===== config.mk =====
export PLATFORM = sky130hd
export DESIGN_NAME = pwm_capture
export DESIGN_NICKNAME = d
export VERILOG_FILES = /design/src/rtl/pwm_capture.sv
export SDC_FILE = /design/constraint.sdc
export NUM_CORES = 1
export LEC_CHECK = 0
export BUFFER_PORTS_ARGS = -buffer_cell sky130_fd_sc_hd__buf_2
export CORE_MARGIN = 5
export CORE_UTILIZATION = 45
export DETAILED_ROUTE_END_ITERATION = 12
export PLACE_DENSITY_LB_ADDON = 0.12
export SYNTH_ARGS = -nofsm -noshare
export SYNTH_HDL_FRONTEND = slang
export SYNTH_SLANG_ARGS = --single-unit

===== constraint.sdc =====
create_clock -name clk -period 3.75 [get_ports clk]
set_input_delay 0.1875 -clock clk [delete_from_list [all_inputs] [get_ports clk]]
set_output_delay 0.1875 -clock clk [all_outputs]
set_load 0.05 [all_outputs]

===== src/rtl/pwm_capture.sv =====
// pwm_capture: PWM receiver/decoder.
// Synchronises an external PWM line, measures its high time and period in clk
// cycles, and recovers duty = floor(high * 2^N / period) with a restoring
// divider. A line that stays static for the whole counter range produces a
// timeout result of all-zeros or all-ones.
// Optional build macro PWM_CAPTURE_AVG_EN: when defined, duty is the average
// of the last four divider results instead of the raw per-period value.
module pwm_capture #(
    parameter int RESOLUTION_BITS = 8,
    parameter int CNT_BITS        = 20
) (
    input  logic                       clk,
    input  logic                       rst,
    input  logic                       pwm_in,
    output logic [RESOLUTION_BITS-1:0] duty,
    output logic                       duty_valid,
    output logic [CNT_BITS-1:0]        period,
    output logic [CNT_BITS-1:0]        high_time,
    output logic                       timeout,
    output logic                       overrun,
    output logic                       busy
);

    localparam int N         = RESOLUTION_BITS;
    localparam int ITER_BITS = $clog2(N + 1);
    localparam logic [ITER_BITS-1:0] ITER_LAST = ITER_BITS'(N);
    // The timeout fires on the cycle the period counter would become all-ones,
    // so a static line re-emits a result every 2^CNT_BITS-1 cycles.
    localparam logic [CNT_BITS-1:0]  CNT_LAST  = {{(CNT_BITS-1){1'b1}}, 1'b0};

    typedef enum logic [1:0] {
        SEEK,
        HIGH,
        LOW
    } state_t;

    state_t state;
    state_t next_state;

    logic sync1;
    logic pwm_s;
    logic pwm_d;
    logic rise;
    logic fall;

    logic [CNT_BITS-1:0] period_cnt;
    logic [CNT_BITS-1:0] high_cnt;

    logic timeout_evt;
    logic restart;
    logic period_done;
    logic count_high;
    logic div_start;

    logic [CNT_BITS-1:0]  rem;
    logic [CNT_BITS:0]    rem_shift;
    logic [CNT_BITS-1:0]  den;
    logic [N-1:0]         quo;
    logic [ITER_BITS-1:0] iter;
    logic                 sat;
    logic                 quo_bit;
    logic                 div_done;
    logic [N-1:0]         div_result;
    logic [N-1:0]         static_duty;

    // Two-flop synchroniser on the asynchronous line plus one delay flop for edge detection
    always_ff @(posedge clk) begin
        if (rst) begin
            sync1 <= 1'b0;
            pwm_s <= 1'b0;
            pwm_d <= 1'b0;
        end else begin
            sync1 <= pwm_in;
            pwm_s <= sync1;
            pwm_d <= pwm_s;
        end
    end

    assign rise = pwm_s & ~pwm_d;
    assign fall = ~pwm_s & pwm_d;

    // Measurement FSM state register
    always_ff @(posedge clk) begin
        if (rst) begin
            state <= SEEK;
        end else begin
            state <= next_state;
        end
    end

    // Measurement FSM next-state logic; a rise always beats a timeout
    always_comb begin
        next_state = state;
        case (state)
            SEEK: begin
                if (rise) begin
                    next_state = HIGH;
                end
            end
            HIGH: begin
                if (timeout_evt) begin
                    next_state = SEEK;
                end else if (fall) begin
                    next_state = LOW;
                end
            end
            LOW: begin
                if (rise) begin
                    next_state = HIGH;
                end else if (timeout_evt) begin
                    next_state = SEEK;
                end
            end
            default: next_state = SEEK;
        endcase
    end

    // Measurement FSM control strobes for counters, latches and divider
    always_comb begin
        timeout_evt = 1'b0;
        restart     = 1'b0;
        period_done = 1'b0;
        count_high  = 1'b0;
        timeout_evt = (period_cnt == CNT_LAST) && !rise;
        restart     = rise && (state != HIGH);
        period_done = rise && (state == LOW);
        count_high  = (state == HIGH) && !fall;
    end

    assign div_start = period_done && !busy;

    // Period and high-time counters; a rise restarts both at one
    always_ff @(posedge clk) begin
        if (rst) begin
            period_cnt <= '0;
            high_cnt   <= '0;
        end else if (timeout_evt) begin
            period_cnt <= '0;
            high_cnt   <= '0;
        end else if (restart) begin
            period_cnt <= CNT_BITS'(1);
            high_cnt   <= CNT_BITS'(1);
        end else begin
            period_cnt <= period_cnt + CNT_BITS'(1);
            if (count_high) begin
                high_cnt <= high_cnt + CNT_BITS'(1);
            end
        end
    end

    // Measurement outputs: latched on every completed period, even when the divider drops it
    always_ff @(posedge clk) begin
        if (rst) begin
            period    <= '0;
            high_time <= '0;
            timeout   <= 1'b0;
            overrun   <= 1'b0;
        end else begin
            overrun <= 1'b0;
            if (timeout_evt) begin
                period    <= '0;
                high_time <= '0;
                timeout   <= 1'b1;
            end else if (period_done) begin
                period    <= period_cnt;
                high_time <= high_cnt;
                timeout   <= 1'b0;
                overrun   <= busy;
            end
        end
    end

    // The remainder stays below the divisor, so one extra bit holds the shifted value
    assign rem_shift  = {rem, 1'b0};
    assign quo_bit    = (rem_shift >= {1'b0, den});
    assign div_done   = busy && (iter == ITER_LAST);
    assign div_result = sat ? '1 : quo;
    assign static_duty = pwm_s ? '1 : '0;

    // Restoring divider: load cycle, N quotient bits MSB first, then a result cycle
    always_ff @(posedge clk) begin
        if (rst) begin
            rem  <= '0;
            den  <= '0;
            quo  <= '0;
            iter <= '0;
            sat  <= 1'b0;
            busy <= 1'b0;
        end else if (timeout_evt) begin
            busy <= 1'b0;
        end else if (div_start) begin
            rem  <= high_cnt;
            den  <= period_cnt;
            quo  <= '0;
            iter <= '0;
            sat  <= (high_cnt >= period_cnt);
            busy <= 1'b1;
        end else if (busy) begin
            if (iter == ITER_LAST) begin
                busy <= 1'b0;
            end else begin
                if (quo_bit) begin
                    rem <= CNT_BITS'(rem_shift - {1'b0, den});
                end else begin
                    rem <= CNT_BITS'(rem_shift);
                end
                quo  <= {quo[N-2:0], quo_bit};
                iter <= iter + ITER_BITS'(1);
            end
        end
    end

`ifdef PWM_CAPTURE_AVG_EN
    localparam int SUM_BITS = N + 2;

    logic [N-1:0]        hist [3];
    logic [1:0]          hist_cnt;
    logic [SUM_BITS-1:0] avg_sum;

    // The newest divider result plus the three before it form the four-entry window
    assign avg_sum = SUM_BITS'(div_result) + SUM_BITS'(hist[0])
                   + SUM_BITS'(hist[1]) + SUM_BITS'(hist[2]);

    // Averaged duty output; a timeout bypasses the average and empties the history
    always_ff @(posedge clk) begin
        if (rst) begin
            hist[0]    <= '0;
            hist[1]    <= '0;
            hist[2]    <= '0;
            hist_cnt   <= '0;
            duty       <= '0;
            duty_valid <= 1'b0;
        end else begin
            duty_valid <= 1'b0;
            if (timeout_evt) begin
                hist[0]    <= '0;
                hist[1]    <= '0;
                hist[2]    <= '0;
                hist_cnt   <= '0;
                duty       <= static_duty;
                duty_valid <= 1'b1;
            end else if (div_done) begin
                hist[0] <= div_result;
                hist[1] <= hist[0];
                hist[2] <= hist[1];
                if (hist_cnt == 2'd3) begin
                    duty       <= avg_sum[SUM_BITS-1:2];
                    duty_valid <= 1'b1;
                end else begin
                    hist_cnt <= hist_cnt + 2'd1;
                end
            end
        end
    end
`else
    // Raw duty output; a timeout result in the same cycle discards the divider result
    always_ff @(posedge clk) begin
        if (rst) begin
            duty       <= '0;
            duty_valid <= 1'b0;
        end else begin
            duty_valid <= 1'b0;
            if (timeout_evt) begin
                duty       <= static_duty;
                duty_valid <= 1'b1;
            end else if (div_done) begin
                duty       <= div_result;
                duty_valid <= 1'b1;
            end
        end
    end
`endif

endmodule


# Yosys cells after proc, flatten, opt, wreduce, memory -nomap -nowiden
# Index checks and enable logic that the tools add are counted.
dict set report op_classes {
  add_sub_neg 4
  n_mul 0
  div_mod_pow 0
  n_lt_le_gt_ge 2
  n_eq_ne 9
  n_shift 0
  muxes 30
  n_bitwise 6
  reduce_logical 20
}
# op count
set ops {}
lappend ops {{20-bit two-way mux} 4}
lappend ops {{8-bit two-way mux} 7}
lappend ops {{20-bit by 1-bit adder with 20-bit output (second input constant)} 2}
lappend ops {{21-bit by 20-bit >= comparator with 1-bit output} 1}
lappend ops {{20-bit equality test (second input constant)} 1}
lappend ops {{20-bit >= comparator} 1}
lappend ops {{20-bit subtractor} 1}
lappend ops {{4-bit two-way mux} 3}
lappend ops {{1-bit two-way mux} 10}
lappend ops {{2-bit two-way mux} 5}
lappend ops {{2-bit nonzero test} 4}
lappend ops {{1-bit logical AND} 6}
lappend ops {{3-bit != test (second input constant)} 2}
lappend ops {{2-bit one-hot mux with 3 select lines} 1}
lappend ops {{3-bit AND reduction} 2}
lappend ops {{3-bit OR reduction} 2}
lappend ops {{4-bit by 1-bit adder with 4-bit output (second input constant)} 1}
lappend ops {{4-bit equality test (second input constant)} 1}
lappend ops {{2-bit != test (second input constant)} 2}
lappend ops {{1-bit inverter} 4}
lappend ops {{1-bit zero test} 3}
lappend ops {{1-bit AND} 2}
lappend ops {{2-bit by 1-bit equality test with 1-bit output (second input constant)} 1}
lappend ops {{2-bit equality test (second input constant)} 1}
lappend ops {{4 further kinds} 4}
dict set report word_totals {
  reg_bits 150
  latch_bits 0
  ram_bits 0
  rom_bits 0
  inputBits 3
  out_inout_bits 52
  elab_cells 91
  memories 0
}

# Longest topological paths before layout
dict set report logic_depth {
  word_depth 7
  mapped_depth 11
  depth_no_buf 10
}

# Least setup slack after synthesis
# OpenSTA, ideal clock, no wires.
dict set report synth_timing {
  path_kind {register -> register}
  start {register den[1]}
  end {register rem[2]}
  setup_ps 79
  arrival_ps 2174
  required_ps 3671
  path_slack_ps 1497
  stages_incl_launch_ff 12
  n_path_buf 1
  synth_period_minus_slack_ps 2253
  path_cell_list {dfxtp_1 -> inv_1 -> ha_1 -> ha_1 -> nand3_1 -> nor3_1 -> a2111oi_2 -> a31oi_4 -> a211oi_4 -> buf_6 -> nand2_1 -> o211ai_1}
}
dict set report synth_between {
  elab_chain_len 5
  elab_cells_between_ends 6
  cone_classes {add/sub (1); order compare (1); mux (4)}
}
# element line
set synth_lines {}
lappend synth_lines {{start, declared} 57} ;# logic [CNT_BITS-1:0] den;
lappend synth_lines {{start signal, assigned} 193} ;# den <= period_cnt;
lappend synth_lines {{20-bit subtractor or 21-bit by 20-bit >= comparator with 1-bit output (tied branches)} {203, 175}}
lappend synth_lines {{20-bit two-way mux (*)} 202} ;# if (quo_bit) begin
lappend synth_lines {{20-bit two-way mux (*)} 199} ;# if (iter == ITER_LAST) begin
lappend synth_lines {{20-bit two-way mux (*)} 198} ;# end else if (busy) begin
lappend synth_lines {{20-bit two-way mux (*)} 191} ;# end else if (div_start) begin
lappend synth_lines {{end signal, assigned} 192} ;# rem <= high_cnt;
lappend synth_lines {{end signal, assigned} 203} ;# rem <= CNT_BITS'(rem_shift - {1'b0, den});
lappend synth_lines {{end signal, assigned} 205} ;# rem <= CNT_BITS'(rem_shift);
lappend synth_lines {{end, declared} 55} ;# logic [CNT_BITS-1:0] rem;
# Every way passes the cells marked *; elsewhere a longest branch is shown, timed or not. The select of a mux whose other input is x is not followed.
# A chain may end at the register's enable or synchronous reset.

# Final worst setup path
dict set report layout_timing {
  start {register period_cnt[0]}
  end {register rem[9]}
}
dict set report layout_between {
  elab_chain_len 4
}
# element line
set layout_lines {}
lappend layout_lines {{start, declared} 46} ;# logic [CNT_BITS-1:0] period_cnt;
lappend layout_lines {{start signal, assigned} 144} ;# period_cnt <= period_cnt + CNT_BITS'(1);
lappend layout_lines {{20-bit equality test} 124} ;# timeout_evt = (period_cnt == CNT_LAST) && !rise;
lappend layout_lines {{1-bit logical AND} 124}
lappend layout_lines {{1-bit inverter (no source line)} -}
lappend layout_lines {{3-bit AND reduction (no source line)} -}
# No other way between the ends.

==> results <==
- The flow ran to the end, and the final reports show no timing, DRC or antenna violations.
- The starting utilization of the core area is 45.9%.
- The core region area is 16500 µm².
- Cells with a size suffix above 1 make up 11.9% of the layout.
- The first-pass GRT wire length is 32600 µm.
- The number of global-route vias before repair is 6205.
- Wire segments on met2 add up to 8460 µm in the final route.
- The endpoint identified for the worst register-to-register timing path is rem[9]$_SDFFE_PP0P_.
- The register-to-register path setup slack is 0.87 ns.
- The clock reaches the later pin of the worst-skew pair after 0.42 ns.
- The overall power after layout is 0.00339 W.
- The post-synthesis cell count is 938.
- Routed signal wires occupy layers up through met4.
- Counting every sink on the clock net gives 150.
- The logic depth of the worst register-to-register path is 9.
- Of the total power, the share spent switching nets is 21.5%.
- The post-detailed-placement cell area is 7990 µm².
- The combinational cell fraction of total power is 2.1%.
- The synthesized netlist net count is 987.
- The worst slew margin relative to its limit is 42.0%.
- In the synthesized netlist the dominant register cell turns out to be sky130_fd_sc_hd__dfxtp_1.
- The share of synthesized area occupied by flip-flops and latches is 39.6%.
- The via count is 6484.
- The first routing iteration left 441 violations.
- In this run the most critical hold path is launched from rst.
- The count of antenna-violating nets left after detailed routing is 0.
- 55 I/O pins were placed.
- The part of the power in registers is 47.6%.
- With fillers left out, the area of the finished cells amounts to 8600 µm².
- Clock-pin slew was measured on the worst setup and hold paths at 0.06 ns.
- Buffers inserted to repair hold after CTS numbered 1.
- The final hold slack is 0.147 ns.
- The largest clock skew in the final design is 0.00765 ns.
- The commonest cells after synthesis are sky130_fd_sc_hd__nand2_1 (183), sky130_fd_sc_hd__dfxtp_1 (150), sky130_fd_sc_hd__nor2_1 (93).
- For this design the total switching power over the nets is 0.000728 W.
- Sorting the synthesized cells by area gives the leading types as sky130_fd_sc_hd__dfxtp_1 (40%), sky130_fd_sc_hd__nand2_1 (9.1%), sky130_fd_sc_hd__ha_1 (7.4%).
- In this run, the clock network consumes 50.3% of the power.
- The die is 140 µm wide.
- The pre-antenna-repair detailed-routing pass consisted of 6 iterations.
- The end point of the most critical hold path is state[0]$_SDFFE_PP0P_.
- The endpoint required time on the critical path is 4.10 ns.
- The clock period could shrink to 2.88 ns.
- The total global routing overflow is 0.
- At the pin with the least slew margin, the transition time is 0.868 ns.
- The placer's final routability congestion estimate is 0.877.
- In the final routed layout, each cell accounts on average for 16.2 µm.
- The maximum fanout count along the critical path is 19.
- After layout, the worst path uses 76.9% of the clock period.
- The area of the die is 19500 µm².
- Counting the buffers created by CTS gives 17.
- The initial antenna violation count is 0.
- By instance count, the leading cell after synthesis is sky130_fd_sc_hd__nand2_1.
- The synthesized flop and latch total is 150.
- In the final design database the tool counted 1025 nets.
- The filler cells instantiated in the layout total 1608.
- The worst setup path is of the register to register kind.
- The cell accounting for the most synthesized area is sky130_fd_sc_hd__dfxtp_1.
- Compared with the post-synthesis result, the final layout area differs by 13.4%.
- The TritonCTS clock tree is built.
- The worst hold path class is input port to register.
- The max-slew violation total from the final report is 0.
- The number of distinct library cells after synthesis is 67.
- Gates resized during post-CTS repair numbered 0.
- The startpoint identified for the worst register-to-register timing path is period_cnt[0]$_SDFF_PP0_.
- Cell internal power was estimated by the tool at 0.00266 W.
- The achievable clock frequency is 347 MHz.
- The synthesized netlist occupies a cell area of 7580 µm².
- The final-report setup violation count is 0.
- The count of input and output buffers is 54.
- CTS placed an instance of sky130_fd_sc_hd__clkbuf_16 at the clock tree root.
- The antenna diode instance count is 0.
- Dividing the detail-routed via count by the number of cells gives 5.36.
- Row generation in the floorplan step produced 47 rows.
- The number of failing hold endpoints at the final stage was 0.
- The post-detailed-route DRC marker count is 0.
- The HPWL after detailed placement is 14300 µm.
- Dividing total power by cell area gives a power density of 394 nW/µm².
- The total leakage power is 3.27 nW.
- Across every metal layer, demand over resource in global routing totals 20.3%.
- The launching element type of the critical path is a register.
- The worst hold path was traced through 2 stages.
- The tool flagged a number of max-cap violations equal to 0.
- The worst voltage drop across the vdd grid is 287 µV.
- Setup repair after global routing left no endpoint under its margin.
- Summed over all failing endpoints, the final setup total negative slack is 0 ns.
- In this run the mean area of a mapped cell was 8.08 µm².
- No sink is reached through more buffers than the 2 on the longest clock path.
- The share of synthesized flip-flops with an asynchronous set or reset is 0%.
- The total length of routed met3 wires is 718 µm.
- Measured along the y axis, the die boundary spans 140 µm.
- The worst setup path is captured at a register.
- Buffers added to address setup during post-CTS repair amount to 0.
- The H-tree depth is 4.
- The count of flip-flops with a built-in enable after synthesis is 0.
- The final standard cell count with taps included and fillers excluded is 1209.
- The aggregate routed wire length is 19600 µm.
- During synthesis, Yosys emitted a total of 0 warnings.
- Entering global routing, the biggest net connects 49 pins.
- The share of synthesized area in the top cell type comes to 39.6%.
- After detailed placement, the design holds a cell count of 1176.
- The routed metal-1 wirelength is 10300 µm.
- Data on the critical path arrives at its endpoint at 3.23 ns.
## worst max-delay path, cell delays in order, from the launching register on
cell and delay, ns:
sky130_fd_sc_hd__dfxtp_1 0.49, sky130_fd_sc_hd__inv_1 0.08, sky130_fd_sc_hd__ha_1 0.22, sky130_fd_sc_hd__nand4_1 0.09, sky130_fd_sc_hd__nor4_1 0.08, sky130_fd_sc_hd__a21boi_2 0.54, sky130_fd_sc_hd__nand3b_4 0.17, sky130_fd_sc_hd__a211oi_4 0.76
sky130_fd_sc_hd__a222oi_1 0.26, sky130_fd_sc_hd__o21ai_1 0.13
## cells in the final DEF, fill, tap and decap left out, types with 17 or more instances in the layout
cell	n
sky130_fd_sc_hd__ha_1	45
sky130_fd_sc_hd__xnor2_1	38
sky130_fd_sc_hd__nand2_1	183
sky130_fd_sc_hd__a21oi_1	91
sky130_fd_sc_hd__o21ai_0	19
sky130_fd_sc_hd__nand3_1	21
sky130_fd_sc_hd__clkbuf_16	17
sky130_fd_sc_hd__nor2_1	92
sky130_fd_sc_hd__buf_2	54
sky130_fd_sc_hd__dfxtp_1	150
sky130_fd_sc_hd__inv_1	57
## power groups by stage
stage | Combinational (W) | Clock, W | Sequential [W]
after floorplan | 0.0000541 | 0 | 0.00164
after global placement | 0.0000701 | 0 | 0.00165
after detailed placement | 0.0000696 | 0 | 0.00165
after CTS | 0.0000707 | 0.00174 | 0.00161
after global routing | 0.0000776 | 0.00181 | 0.00161
final | 0.0000704 | 0.00170 | 0.00161
## per-stage QoR
stage | utilization, % | worst slack, ns
6_report | 52.0 | 0.865
5_1_grt | 52.0 | 0.594
4_1_cts | 52.0 | 0.894
3_5_place_dp | 48.4 | 0.933
3_3_place_gp | 48.4 | 0.936
2_1_floorplan | - | 1.50
## sequential cells by signal, indices dropped and copies added (netlist names)
signal      count
sat             1
quo             8
rem            20
duty            8
high_time      20
duty_valid      1
timeout         1
state           2
busy            1
overrun         1
iter            4
pwm_s           1
high_cnt       20
pwm_d           1
sync1           1
period         20
period_cnt     20
den            20
## cell type report
class	instances	area, µm²	share of cell area, %
inverter	57	214	2.49
multi-input combinational	685	4150	48.3
clock buffer	22	474	5.52
tap	220	275	3.20
sequential	150	3000	34.9
clock inverter	10	120	1.40
timing repair buffer	65	355	4.13
## routing by layer
layer,GRT usage [%],vias to the layer above
met2,30.2,134
li1,-,3298
met3,3.95,15
met4,4.79,0
met5,0,-
met1,30.3,3037
## logic make-up after synthesis
logic type,Yosys count,share of synthesized area [%]
AND/OR/NAND/NOR,375,22.4
AO/OA/AOI/OAI,211,18.6
flip-flops,150,39.6
buffers and inverters,103,5.58
XOR/XNOR,51,5.90
adder cells (fa/ha/maj),46,7.69
multiplexers,2,0.281
## worst max path at each step
stage | startpoint | endpoint | slack (ns) | cells past startpoint
floorplan | den[1]$_SDFFE_PP0P_ | rem[2]$_SDFFE_PP0P_ | 1.50 | 11
global placement | busy$_SDFF_PP0_ | rem[5]$_SDFFE_PP0P_ | 0.94 | 6
detailed placement | period_cnt[0]$_SDFF_PP0_ | rem[8]$_SDFFE_PP0P_ | 0.93 | 9
CTS | period_cnt[0]$_SDFF_PP0_ | rem[8]$_SDFFE_PP0P_ | 0.89 | 9
global route | period_cnt[0]$_SDFF_PP0_ | rem[3]$_SDFFE_PP0P_ | 0.59 | 9
finish | period_cnt[0]$_SDFF_PP0_ | rem[9]$_SDFFE_PP0P_ | 0.87 | 9
Note: power is estimated with default switching activity, not from simulation.
